$ cat config.mk
export PLATFORM = sky130hd
export DESIGN_NAME = key_buzzer_arbiter
export DESIGN_NICKNAME = d
export VERILOG_FILES = /design/src/rtl/key_buzzer_arbiter.sv
export SDC_FILE = /design/constraint.sdc
export NUM_CORES = 1
export LEC_CHECK = 0
export BUFFER_PORTS_ARGS = -buffer_cell sky130_fd_sc_hd__buf_2
export CAP_MARGIN = 20
export CORE_UTILIZATION = 45
export CTS_BUF_LIST = sky130_fd_sc_hd__clkbuf_4 sky130_fd_sc_hd__clkbuf_8 sky130_fd_sc_hd__clkbuf_16
export DETAILED_ROUTE_END_ITERATION = 8
export GPL_TIMING_DRIVEN = 0
export PLACE_DENSITY_LB_ADDON = 0.05
export SLEW_MARGIN = 20
export SYNTH_ARGS = -nofsm -noshare
export SYNTH_HDL_FRONTEND = slang
export SYNTH_SLANG_ARGS = --single-unit
$ cat constraint.sdc
create_clock -name clk -period 5.1 [get_ports clk]
set_input_delay 0.765 -clock clk [delete_from_list [all_inputs] [get_ports clk]]
set_output_delay 0.765 -clock clk [all_outputs]
set_load 0.03 [all_outputs]
$ cat src/rtl/key_buzzer_arbiter.sv
// Four-key buzzer arbiter: synchronizes and debounces the board keys, queues
// one press per key, and grants the buzzer to the lowest-index pending key.
// The granted key's tone is a fixed-length square wave followed by a fixed
// silent gap.
//
// state | meaning
// IDLE  | buzzer silent, waiting for a pending key
// PLAY  | owner's tone is sounding, led[owner] low
// GAP   | enforced silence after every tone
module key_buzzer_arbiter #(
    parameter int DEBOUNCE_CYCLES = 20000,
    parameter int TONE_CYCLES     = 5000000,
    parameter int GAP_CYCLES      = 1000000,
    parameter int BASE_HALF       = 25000
) (
    input  logic       clk,
    input  logic       reset,
    input  logic [3:0] key_sw,
    output logic [3:0] led,
    output logic       buzzer
);

    localparam int DW      = $clog2(DEBOUNCE_CYCLES + 1);
    localparam int TMR_MAX = (TONE_CYCLES > GAP_CYCLES) ? TONE_CYCLES : GAP_CYCLES;
    localparam int TW      = $clog2(TMR_MAX + 1);
    localparam int HW      = $clog2(BASE_HALF * 4 + 1);

    typedef enum logic [1:0] {IDLE, PLAY, GAP} state_t;

    logic [3:0]    sync1_q, sync2_q;
    logic [3:0]    deb_q, deb_d;
    logic [DW-1:0] cnt_q [4];
    logic [DW-1:0] cnt_d [4];
    logic [3:0]    press;
    logic [3:0]    pend_q, pend_d;
    logic [3:0]    grant_mask;
    logic [1:0]    grant_idx;
    logic          grant_valid;
    state_t        state_q;
    logic [1:0]    owner_q;
    logic [TW-1:0] tmr_q;
    logic [HW-1:0] half_q;
    logic [3:0]    led_q;
    logic          buzz_q;

    // Half-period reload value (minus one) for key k.
    function automatic logic [HW-1:0] half_m1(input logic [1:0] k);
        return HW'(BASE_HALF * (int'(k) + 1) - 1);
    endfunction

    // Two-flop synchronizer on the inverted (active-high) key levels.
    always_ff @(posedge clk or posedge reset) begin
        if (reset) begin
            sync1_q <= '0;
            sync2_q <= '0;
        end else begin
            sync1_q <= ~key_sw;
            sync2_q <= sync1_q;
        end
    end

    // Per-key debounce: flip the accepted level after DEBOUNCE_CYCLES straight mismatches.
    always_comb begin
        deb_d = deb_q;
        press = '0;
        for (int i = 0; i < 4; i++) begin
            cnt_d[i] = '0;
            if (sync2_q[i] != deb_q[i]) begin
                if (cnt_q[i] == DW'(DEBOUNCE_CYCLES - 1)) begin
                    deb_d[i] = ~deb_q[i];
                end else begin
                    cnt_d[i] = cnt_q[i] + DW'(1);
                end
            end
            press[i] = deb_d[i] & ~deb_q[i];
        end
    end

    // Fixed priority pick of the pending key; the grant wins over a same-cycle press.
    always_comb begin
        grant_valid = |pend_q;
        grant_idx   = 2'd0;
        for (int i = 3; i >= 0; i--) begin
            if (pend_q[i]) grant_idx = 2'(i);
        end
        grant_mask = (state_q == IDLE && grant_valid) ? (4'b0001 << grant_idx) : 4'b0000;
        pend_d     = (pend_q | press) & ~grant_mask;
    end

    // Debouncer and pending-request state.
    always_ff @(posedge clk or posedge reset) begin
        if (reset) begin
            deb_q  <= '0;
            pend_q <= '0;
            for (int i = 0; i < 4; i++) cnt_q[i] <= '0;
        end else begin
            deb_q  <= deb_d;
            pend_q <= pend_d;
            for (int i = 0; i < 4; i++) cnt_q[i] <= cnt_d[i];
        end
    end

    // Arbitration FSM with registered led/buzzer drive.
    always_ff @(posedge clk or posedge reset) begin
        if (reset) begin
            state_q <= IDLE;
            owner_q <= 2'd0;
            tmr_q   <= '0;
            half_q  <= '0;
            led_q   <= 4'b1111;
            buzz_q  <= 1'b0;
        end else begin
            case (state_q)
                IDLE: begin
                    if (grant_valid) begin
                        state_q <= PLAY;
                        owner_q <= grant_idx;
                        tmr_q   <= TW'(TONE_CYCLES - 1);
                        half_q  <= half_m1(grant_idx);
                        led_q   <= ~(4'b0001 << grant_idx);
                        buzz_q  <= 1'b1;
                    end
                end
                PLAY: begin
                    if (tmr_q == '0) begin
                        state_q <= GAP;
                        tmr_q   <= TW'(GAP_CYCLES - 1);
                        led_q   <= 4'b1111;
                        buzz_q  <= 1'b0;
                    end else begin
                        tmr_q <= tmr_q - TW'(1);
                        if (half_q == '0) begin
                            half_q <= half_m1(owner_q);
                            buzz_q <= ~buzz_q;
                        end else begin
                            half_q <= half_q - HW'(1);
                        end
                    end
                end
                GAP: begin
                    if (tmr_q == '0) begin
                        state_q <= IDLE;
                    end else begin
                        tmr_q <= tmr_q - TW'(1);
                    end
                end
                default: begin
                    state_q <= IDLE;
                    led_q   <= 4'b1111;
                    buzz_q  <= 1'b0;
                end
            endcase
        end
    end

    assign led    = led_q;
    assign buzzer = buzz_q;

endmodule

=== After elaboration in Yosys (flattened, before gate mapping) ===
Cells that the tools add are included.

* Memories: 0
* RAM bits: 0
* Memory bits (read-only): 0
* Flip-flop bits (word level): 125
* Word-level logic and storage cells: 111
* Latch bits: 0

* Bitwise operators: 15
* Shift operators: 1
* Equal/unequal tests: 16
* Muxes and demuxes: 40
* Divide/modulo/power cells: 0
* Multiply operators: 2
* Reductions and logical operators: 13
* $add $sub $neg: 10
* Order comparisons: 0

{| class="wikitable"
|+ Operator list
! kind !! number
|-
| $mux 15 || 8
|-
| $mux 23 || 3
|-
| $pmux 23 s3 || 1
|-
| $add 15x1->15 const B || 4
|-
| $eq 15x15->1 const B || 4
|-
| $mux 17 || 3
|-
| $sub 17x1->17 const B || 3
|-
| $pmux 17 s2 || 1
|-
| $mul 12x3->14 const A || 2
|-
| $logic_not 23->1 || 1
|-
| $sub 23x1->23 const B || 1
|-
| $logic_not 17->1 || 1
|-
| $reduce_and 3->1 || 5
|-
| $mux 2 || 7
|-
| $mux 4 || 3
|-
| $not 4->4 || 3
|-
| $pmux 4 s3 || 1
|-
| $mux 1 || 11
|-
| $ne 2x2->1 const B || 5
|-
| $add 2x1->3 const B || 2
|-
| $not 1->1 || 6
|-
| $pmux 2 s3 || 1
|-
| $and 1x1->1 || 4
|-
| $and 4x4->4 || 1
|-
| 13 further kinds || 16
|}

=== Depth between registers and ports, before layout ===
Gate-level depths: netlist of run 1.

* Depth after elaboration: 9
* Gate-level depth with buffers: 11

=== Least setup slack after synthesis of run 1 ===
No wires, ideal clock.

* Path kind: register to register
* Start: register owner_q[0]
* End: register half_q[12]
* Required time: 5.018 ns
* Clock period less this slack: 2.487 ns
* Cell stages (with the launch flop): 12
* Data arrival time: 2.405 ns
* Slack: 2.613 ns
* Setup time: 0.082 ns
* Path through: dfrtp_1 > clkbuf_1 > inv_1 > ha_1 > xor2_1 > inv_1 > ha_1 > a221oi_1 > nand3_1 > o21ai_0 > a31oi_1 > a31oi_1

* Cells in the longest elaborated chain, start to end: 6

{| class="wikitable"
|+ Ends and longest elaborated chain
! item !! RTL line !! source
|-
| start, declared || 40 || <nowiki>logic [1:0] owner_q;</nowiki>
|-
| start signal, assigned || 117 || <nowiki>owner_q <= grant_idx;</nowiki>
|-
| $add 2x1->3 || 48 || <nowiki>return HW'(BASE_HALF * (int'(k) + 1) - 1);</nowiki>
|-
| $mul 12x3->14 || 48 ||
|-
| $sub 17x1->17 || 48 ||
|-
| $mux 17 || 132 || <nowiki>if (half_q == '0) begin</nowiki>
|-
| $mux 17 || 125 || <nowiki>if (tmr_q == '0) begin</nowiki>
|-
| $pmux 17 s2 || 113 || <nowiki>case (state_q)</nowiki>
|-
| end signal, assigned || 119 || <nowiki>half_q <= half_m1(grant_idx);</nowiki>
|-
| end signal, assigned || 133 || <nowiki>half_q <= half_m1(owner_q);</nowiki>
|-
| end signal, assigned || 136 || <nowiki>half_q <= half_q - HW'(1);</nowiki>
|-
| end, declared || 42 || <nowiki>logic [HW-1:0] half_q;</nowiki>
|}

Every way passes these cells. The select of a mux whose other input is x is not followed.
A chain may end at the register's enable or synchronous reset.

=== Worst setup path in the final report of run 1 ===
Same ends and word-level chain as after synthesis.

==> results of run 1 <==
-- synth_stat cells (all sizes together) (2+ instances only) --
library cell	n	share of area
nand3	32	0.023
nor4bb	2	0.0029
and3	7	0.0064
nor4	12	0.015
nand3b	2	0.0022
a21boi	3	0.0033
mux2	6	0.0098
nor3	29	0.021
and2	4	0.0036
nand2b	8	0.0073
a2bb2oi	4	0.0051
or3b	2	0.0025
a21oi	31	0.023
dfstp	4	0.015
clkbuf	16	0.0087
o21a	3	0.0033
inv	26	0.014
nor3b	6	0.0065
a21o	5	0.0055
a211oi	4	0.0044
o21ai	42	0.031
xor2	45	0.057
or2	5	0.0045
o21bai	2	0.0027
ha	29	0.053
or3	6	0.0055
dfrtp	121	0.44
or4	5	0.0060
o22a	5	0.0064
buf	5	0.0049
o31a	3	0.0038
nand4	19	0.018
nor4b	5	0.0085
nand4b	3	0.0038
a32oi	2	0.0025
nor2b	4	0.0036
a31oi	11	0.010
nor2	121	0.066
nand2	54	0.030
xnor2	33	0.042
-- cells by family (layout without fill, tap and decap cells) --
logic type	Yosys count	after routing	share of synthesized area
simple gates	327	327	0.238
xor+xnor	78	78	0.0993
fa+ha+maj	29	29	0.0527
flops	125	125	0.455
buf+inv	47	90	0.0278
mux	6	6	0.00982
compound gates	128	128	0.117
-- state kept, by name (all words and copies together) (netlist names) --
| name | flops |
|---|---|
| sync1_q | 4 |
| led | 4 |
| tmr_q | 23 |
| half_q | 17 |
| sync2_q | 4 |
| deb_q | 4 |
| pend_q | 4 |
| buzzer | 1 |
| cnt_q | 60 |
| owner_q | 2 |
| state_q | 2 |
-- stage by stage --
stage	setup WS, ps	area [µm²]	hold slack [ps]
6_report	2030	7780	346
5_1_grt	1770	7780	348
4_1_cts	2050	7780	350
3_5_place_dp	2070	7200	336
3_3_place_gp	-444	7160	333
2_1_floorplan	1010	6880	331
-- power groups by stage --
stage,Sequential [mW],Clock (mW),Combinational [mW]
floorplan,1.03,0,0.0357
global placement,1.03,0,0.0474
detailed placement,1.03,0,0.0519
CTS,1.01,1.22,0.0521
global route,1.01,1.26,0.0601
finish,1.01,1.18,0.0491
-- routing by layer --
metal / track usage / wire [µm]
met1: 0.275 / 7250
met2: 0.324 / 6880
met3: 0.0459 / 495
met4: 0.0581 / 161
met5: 0 / 0
-- area by class of cell --
| type | count | area (µm²) | share of cell area |
|---|---|---|---|
| tap | 184 | 230 | 0.0296 |
| clock inverter | 14 | 150 | 0.0193 |
| inverter | 26 | 103 | 0.0132 |
| buffer | 21 | 93.8 | 0.0121 |
| clock buffer | 18 | 433 | 0.0557 |
| sequential | 125 | 3130 | 0.403 |
| timing repair buffer | 11 | 77.6 | 0.00997 |
| multi-input combinational | 568 | 3560 | 0.457 |
-- worst min path at each step --
stage | start | endpoint | slack (ps) | depth (start not counted)
floorplan | sync1_q[0]$_DFF_PP0_ | sync2_q[0]$_DFF_PP0_ | 330 | 0
global placement | sync1_q[3]$_DFF_PP0_ | sync2_q[3]$_DFF_PP0_ | 330 | 0
detailed placement | sync1_q[0]$_DFF_PP0_ | sync2_q[0]$_DFF_PP0_ | 340 | 0
CTS | sync1_q[0]$_DFF_PP0_ | sync2_q[0]$_DFF_PP0_ | 350 | 0
global route | sync1_q[1]$_DFF_PP0_ | sync2_q[1]$_DFF_PP0_ | 350 | 0
finish | sync1_q[1]$_DFF_PP0_ | sync2_q[1]$_DFF_PP0_ | 350 | 0
==> metrics.txt, run 1 <==
FMAX roughly 330 MHz; R2R cell count 11; vias in the first global route 5233; period utilization 0.601; outcome finished with violations; FF-to-FF End half_q[12]$_DFFE_PP0P_; CP Capture Type register; Final Non-Filler Cells 967; CP Buf/Inv Count 3; fillers between 1000 and 1500; worst hold path class reg2reg; vias between 5000 and 6000; nets@finish 805; Iteration-0 DRC Markers 391; Routed Antenna Nets 0; Max stage delay on crit path 430 ps; Syn-to-layout area delta 13.0%; crit path from owner_q[0]$_DFFE_PP0P_; Clock Skew approximately 11 ps; most frequent cells in the layout 121 x dfrtp_1, 120 x nor2_1, 53 x nand2_1; Pre-Repair DR Iteration Count 6; leakage 3.56 nW; Sw Share 0.238; cells along the critical path clkbuf_1 > inv_1 > ha_1 > xor2_1 > inv_1 > ha_1 > a221oi_1 > nand3_1 > o21ai_0 > a31oi_1 > a31oi_1; Comb power frac 0.022; num rows 44; Via density between 5 and 6; min Tclk post-route approximately 3100 ps; number of buffers created by CTS 17; Post-Syn Nets 775; Congestion Overflow GR 0; stages on the worst setup path 11; htree depth 4; Setup Buffers After CTS 0; worst r2r src owner_q[0]$_DFFE_PP0P_; Critical Path Start Type register; final WL approximately 15000 µm; Syn Area/Cell around 9.3 µm²; Starting Density 0.467; Critical Path RT around 5400 ps; flops & latches, synth between 100 and 150; Flop pwr share 0.451; Final setup viols 0; failing checks design-rule violations; Synthesis Warnings 0; Clock Sinks between 100 and 150; Mapped Area 0.00688 mm²; Clk network pwr share 0.527; CTS hold repair buffers 0; worst-margin pin slew ~730 ps; commonest non-fill, non-tap cell in the layout dfrtp_1; HPWL after DPL a little over 10000 µm; maximum vdd drop between 0.2 and 0.3 mV; Finished Core Util 0.527; Tot Pwr approximately 2.2 mW; Slew Limit Fails 0; slew margin rel. 0.512; Critical Path End half_q[12]$_DFFE_PP0P_; sequential share of the synthesized area 0.455; die area between 0.015 and 0.02 mm²; Skew-Pair Late Insertion Delay 420 ps; R2R Setup Slk ~2000 ps; EDFF count, synth 0; ANT cells 0; initial antenna violation count 0; cell family with most CP delay compound AO/OA/AOI/OAI gates; PostCTS Resize Cnt 0; clk buf depth 2; Mapped Cells between 700 and 800; P_int 1.71 mW; Root Driver clkbuf_16; Final Wtd Congestion 0.825; largest net degree at the start of global routing 64; Die Ht about 130 µm; ys flop type dfrtp_1; aggregate global-route resource usage 0.202; Critical-path top delay cell ha_1; Max Cap Viol 0; first-pass GRT wire length about 26000 µm; DIE WIDTH between 100 and 150 µm; placed insts slightly above 900; I/O Buffers 10; Switch Pwr about 0.53 mW; Core Area approximately 0.015 mm²; layout cells sized above 1 0.0983; Synth async-reset ratio 1.00; RSZ-0062 raised after global routing no; Setup CP Type reg2reg; CTS tree yes; Worst EP arrival about 3400 ps; Netlist cell types 68; DRC viols 1; Clock transition at path regs ~60 ps; IO Pins 11; PD cells 289 mW/mm²; largest fanout on the critical path 9; Hold Vio Cnt, Final 0; total negative slack 0 ps; routed len/inst 15.3 µm
Power figures use the tool's default switching activity.
==> run 2: changes to the inputs <==
==> constraint.sdc (replaced) <==
create_clock -name clk -period 3.2 [get_ports clk]
set_input_delay 0.48 -clock clk [delete_from_list [all_inputs] [get_ports clk]]
set_output_delay 0.48 -clock clk [all_outputs]
set_load 0.03 [all_outputs]
==> run 2 against run 1 <==
  * The run now ends clean
  * Register-to-register slack worse by 1700 ps
  * Critical path type unchanged
  * Die area stayed put
  * Sequential power is 59% higher
  * Global-route usage is 0.67 points higher
  * First-iteration DRC count is 15% lower
  * Clock-buffer cell count stayed put
  * Largest cell class unchanged
  * Setup slack worse by 1700 ps
  * Worst hold slack worse by 230 ps
==> metrics.txt, run 2 (synthesis results as in run 1) <==
vias in the first global route approximately 5400; Critical-path top delay cell ha_1; Clock transition at path regs 60 ps; largest net degree at the start of global routing 34; worst-margin pin slew 796 ps; Hold Vio Cnt, Final 0; Syn-to-layout area delta 14.1%; Largest Register cnt_q; Max stage delay on crit path between 400 and 500 ps; Congestion Overflow GR 0; DRC viols 0; layout cells sized above 1 0.103; I/O Buffers 10; RSZ-0062 raised after global routing no; nets@finish 808; outcome complete, no violations; Critical Path RT about 3500 ps; Largest regs cnt_q: 60 flops, tmr_q: 23 flops, half_q: 17 flops; placed cell areas 0.00726 mm²; met1 usage 0.278; PD cells ~460 mW/mm²; worst hold path class in2async; final WL approximately 15000 µm; Root Driver clkbuf_16; Final Non-Filler Cells 970; CTS hold repair buffers 0; Slew Limit Fails 0; num rows between 40 and 50; Routed Antenna Nets 0; slew margin rel. 0.465; DIE WIDTH 126 µm; routed len/inst approximately 15 µm; largest fanout on the critical path 9; vias 5411; Final Instance Area 0.00785 mm²; HPWL after DPL between 10000 and 15000 µm; number of buffers created by CTS 17; first-pass GRT wire length roughly 26000 µm; Iteration-0 DRC Markers ~330; Seq. cell area 0.00313 mm²; Clock Sinks about 130; Core Area 0.0148 mm²; htree depth 4; Pre-Repair DR Iteration Count 9; IO Pins 11; die area ~0.016 mm²; min Tclk post-route about 2900 ps; aggregate global-route resource usage 0.209; Setup CP Type reg2reg; Fin Hold WS between 100 and 150 ps; Starting Density 0.467; Via density around 5.6; met2 GRT Util 0.332; fillers 1378; Final setup viols 0; Critical Path Start Type register; cells along the critical path clkbuf_2 > inv_1 > ha_1 > xor2_1 > inv_1 > ha_1 > a221oi_1 > nand3_1 > o21ai_0 > a31oi_1 > a31oi_1; met3 Use GR 0.0484; leakage between 3 and 4 nW; Worst EP arrival roughly 3300 ps; busiest grt layer met2; ANT cells 0; CP Capture Type register; max reg flops 60; Final Wtd Congestion ~0.84; maximum vdd drop about 0.37 mV; commonest non-fill, non-tap cell in the layout dfrtp_1; period utilization 0.909; CTS tree yes; initial antenna violation count 0; most frequent cells in the layout 121 x dfrtp_1, 120 x nor2_1, 53 x nand2_1; Skew-Pair Late Insertion Delay roughly 420 ps; Tot Pwr 3.60 mW; Die Ht around 130 µm; FMAX approximately 340 MHz; Multi-input gate area roughly 0.0036 mm²; clk buf depth 2; placed insts around 940; Clock Skew between 7 and 8 ps; Max Cap Viol 0; total negative slack 0 ps
[run 2: cell count changes in the layout (fill, tap and decap cells not counted), sizes merged]
| cell | change |
|---|---|
| clkinvlp | +2 |
| buf | +3 |
| clkinv | -4 |
| inv | +2 |
[run 2: power breakdown]
| group | total, mW | internal (mW) | switching, mW |
|---|---|---|---|
| logic | 0.0889 | 0.0310 | 0.0579 |
| clock network | 1.90 | 1.12 | 0.780 |
| registers | 1.61 | 1.60 | 0.0140 |
| total | 3.60 | 2.75 | 0.852 |
[run 2: worst max-delay path: cells and delay by family (launching register included)]
kind	cells	cell delay (ps)
xor+xnor	1	290
compound gates	4	890
buf+inv	3	490
fa+ha+maj	2	650
flops	1	410
simple gates	1	110
[run 2: cell type report]
class	instances	area share
flip-flops and latches	125	0.399
well taps	184	0.0293
plain buffers	21	0.0121
clock buffers	18	0.0559
multi-input cells	568	0.453
clock inverters	14	0.0190
inverters	26	0.0129
repair buffers	14	0.0185
[run 2: final timing paths]
check | start | endpoint | slack (ps) | depth (start not counted)
setup / recovery | owner_q[0]$_DFFE_PP0P_ | half_q[12]$_DFFE_PP0P_ | 290 | 11
hold / removal | reset | cnt_q[14]$_DFF_PP0_ | 110 | 2
setup reg to reg | owner_q[0]$_DFFE_PP0P_ | half_q[12]$_DFFE_PP0P_ | 290 | 11
hold reg to reg | sync1_q[3]$_DFF_PP0_ | sync2_q[3]$_DFF_PP0_ | 350 | 0
max in group asynchronous | reset | led[0]$_DFFE_PP1P_ | 2110 | 5
min in group clk | key_sw[3] | sync1_q[3]$_DFF_PP0_ | 200 | 2
[run 2: repair_timing]
action                     4_1_cts  5_1_grt
setup buffers                    0        0
setup endpoints to repair        0        1
gates resized for setup          0        2
[run 2: metrics by stage]
step | utilization | setup slack, ps
6_report | 0.532 | 291
5_1_grt | 0.532 | 40.0
4_1_cts | 0.532 | 132
3_5_place_dp | 0.492 | 148
3_3_place_gp | 0.486 | 184
2_1_floorplan | - | 713
[run 2: layer usage]
layer	vias to the layer above	wire length, µm	share of wire
met5	-	0	0
met4	0	268	0.018
met3	25	640	0.043
met2	99	6940	0.46
met1	2637	7130	0.48
li1	2650	-	-
==> run 3: changes to the inputs <==
--- a/config.mk
+++ b/config.mk
@@ -5,6 +5,7 @@
 export SDC_FILE = /design/constraint.sdc
 export NUM_CORES = 1
 export LEC_CHECK = 0
+export ABC_AREA = 1
 export BUFFER_PORTS_ARGS = -buffer_cell sky130_fd_sc_hd__buf_2
 export CAP_MARGIN = 20
 export CORE_UTILIZATION = 45
==> constraint.sdc (replaced) <==
create_clock -name clk -period 3.2 [get_ports clk]
set_input_delay 0.64 -clock clk [delete_from_list [all_inputs] [get_ports clk]]
set_output_delay 0.64 -clock clk [all_outputs]
set_load 0.03 [all_outputs]
==> run 3 against run 2 <==
  * Clock power fell by 2%
  * Critical endpoint is now half_q[9]$_DFFE_PP0P_
  * Area after synthesis rose by 11%
  * Sequential power barely moved
==> metrics.txt, run 3 <==
Largest Register cnt_q; FMAX roughly 350 MHz; CTS tree yes; dominant cell type by area after synthesis dfrtp_1; Via density between 4 and 5; max reg flops 60; R2R cell count 15; ys flop type dfrtp_1; HPWL after DPL 12700 µm; Final setup viols 0; Setup Buffers After CTS 0; worst hold path class in2async; Skew-Pair Late Insertion Delay roughly 430 ps; Iteration-0 DRC Markers 329; commonest non-fill, non-tap cell in the layout nand2_1; min Tclk post-route around 2800 ps; Synthesis Warnings 0; Clock Sinks roughly 130; Clk network pwr share 0.521; Largest regs cnt_q: 60 flops, tmr_q: 23 flops, half_q: 17 flops; maximum vdd drop approximately 0.38 mV; Die Ht roughly 130 µm; Hold Vio Cnt, Final 0; Max Cap Viol 0; CP Capture Type register; share of the synthesized area in the top cell type 0.396; nets@finish about 1100; DRC viols 0; RSZ-0062 raised after global routing no; vias in the first global route 6093; final WL 17100 µm; aggregate global-route resource usage 0.208; Congestion Overflow GR 0; EDFF count, synth 0; htree depth 4; Worst EP arrival 3200 ps; Syn-to-layout area delta 12.9%; CTS hold repair buffers 0; Starting Density 0.461; largest net degree at the start of global routing 31; Root Driver clkbuf_16; Mapped Area around 0.0076 mm²; Slew Limit Fails 0; PnR worst setup slack about 350 ps; worst-margin pin slew roughly 670 ps; Critical Path RT 3550 ps; Pre-Repair DR Iteration Count 5; Tot Pwr around 3.6 mW; I/O Buffers 10; clk buf depth 2; Switch Pwr about 0.82 mW; Flop pwr share 0.452; initial antenna violation count 0; Clock Skew 11.1 ps; Netlist cell types 44; top cells by count, synth 247 x nand2_1, 151 x nor2_1, 141 x inv_1; ANT cells 0; largest fanout on the critical path 10; IO Pins 11; PostCTS Resize Cnt 0; Synth async-reset ratio 1.00; Mapped Cells 1051; outcome complete, no violations; Post-Syn Nets between 1000 and 1500; slew margin rel. 0.554; routed len/inst approximately 13 µm; Syn Area/Cell 7.27 µm²; sequential share of the synthesized area 0.410; Critical Path Start Type register; number of buffers created by CTS 17; vias around 6500; Comb power frac 0.027; Sw Share 0.229; die area about 0.017 mm²; layout cells sized above 1 0.0930; num rows between 40 and 50; Placement Setup Slack 336 ps; Finished Core Util 0.520; fillers around 1700; flops & latches, synth between 100 and 150; leakage approximately 4.2 nW; Setup CP Type reg2reg; top-count cell post-synth nand2_1; most frequent cells in the layout 247 x nand2_1, 151 x nor2_1, 140 x inv_1; Core Area approximately 0.017 mm²; DIE WIDTH 132 µm; PD cells between 400 and 500 mW/mm²; Final Wtd Congestion between 0.8 and 0.9; Routed Antenna Nets 0; P_int 2.75 mW; period utilization 0.890; first-pass GRT wire length 29100 µm; total negative slack 0 ps; Synth area leaders dfrtp_1 40%, nand2_1 12%, nor2_1 7.4%, inv_1 6.9%, ha_1 4.8%; Clock transition at path regs 60 ps
==> run 3: cells by family after synthesis <==
family	count (synthesis)	share of synthesized area
simple gates	566	0.326
flops	125	0.410
buf+inv	163	0.0824
compound gates	135	0.0957
xor+xnor	33	0.0378
fa+ha+maj	29	0.0475
==> run 3: final timing paths <==
check                                       start               endpoint  slack, ps
setup / recovery           owner_q[0]$_DFFE_PP0P_  half_q[9]$_DFFE_PP0P_        350
setup reg to reg           owner_q[0]$_DFFE_PP0P_  half_q[9]$_DFFE_PP0P_        350
max in group asynchronous                   reset    cnt_q[54]$_DFF_PP0_       1940
min in group clk                        key_sw[3]   sync1_q[3]$_DFF_PP0_        340
hold reg to reg              sync1_q[3]$_DFF_PP0_   sync2_q[3]$_DFF_PP0_        350
hold / removal                              reset   sync1_q[1]$_DFF_PP0_        280
==> run 3: routing by layer <==
layer  share of wire  global-route usage  up-vias  wire (µm)
li1                -                   -     3449          -
met1            0.50               0.291     2946       8630
met2            0.44               0.318      110       7540
met3           0.040              0.0450       22        684
met4           0.015              0.0741        0        262
met5               0                   0        -          0
==> run 3: cell type report <==
| class | instances | area, µm² | share of cell area |
|---|---|---|---|
| tap | 220 | 275 | 0.0319 |
| timing repair buffer | 14 | 138 | 0.0160 |
| clock buffer | 20 | 460 | 0.0534 |
| inverter | 151 | 571 | 0.0661 |
| sequential | 125 | 3130 | 0.363 |
| buffer | 12 | 62.6 | 0.00725 |
| clock inverter | 12 | 111 | 0.0129 |
| multi-input combinational | 763 | 3870 | 0.449 |
==> run 3: critical path: stages, from the launching register on <==
cell	delay (ps)
dfrtp_1	550
inv_1	240
ha_1	410
inv_1	170
nor2_1	70
nor2_1	290
ha_1	320
inv_1	100
nand4_1	90
nor2_1	110
nand3_1	80
nand2_1	80
nand2_1	50
nand2_1	50
nand2_1	40
a21oi_1	130
==> run 3: power by group through the flow <==
stage | sequential [mW] | clock, mW | combinational, mW
after floorplan | 1.64 | 0 | 0.0621
after global placement | 1.64 | 0 | 0.0841
after detailed placement | 1.64 | 0 | 0.0988
after CTS | 1.61 | 1.90 | 0.0992
after global routing | 1.61 | 1.97 | 0.112
final | 1.61 | 1.86 | 0.0946
==> run 3: stage by stage <==
| step | cell area (µm²) | cells | hold WS, ps |
|---|---|---|---|
| final | 8630 | 1317 | 276 |
| after global routing | 8630 | 1317 | 314 |
| after global placement | 7970 | 1281 | 332 |
| after detailed placement | 8050 | 1285 | 336 |
| after floorplan | 7640 | 1051 | 331 |
| after CTS | 8630 | 1317 | 293 |
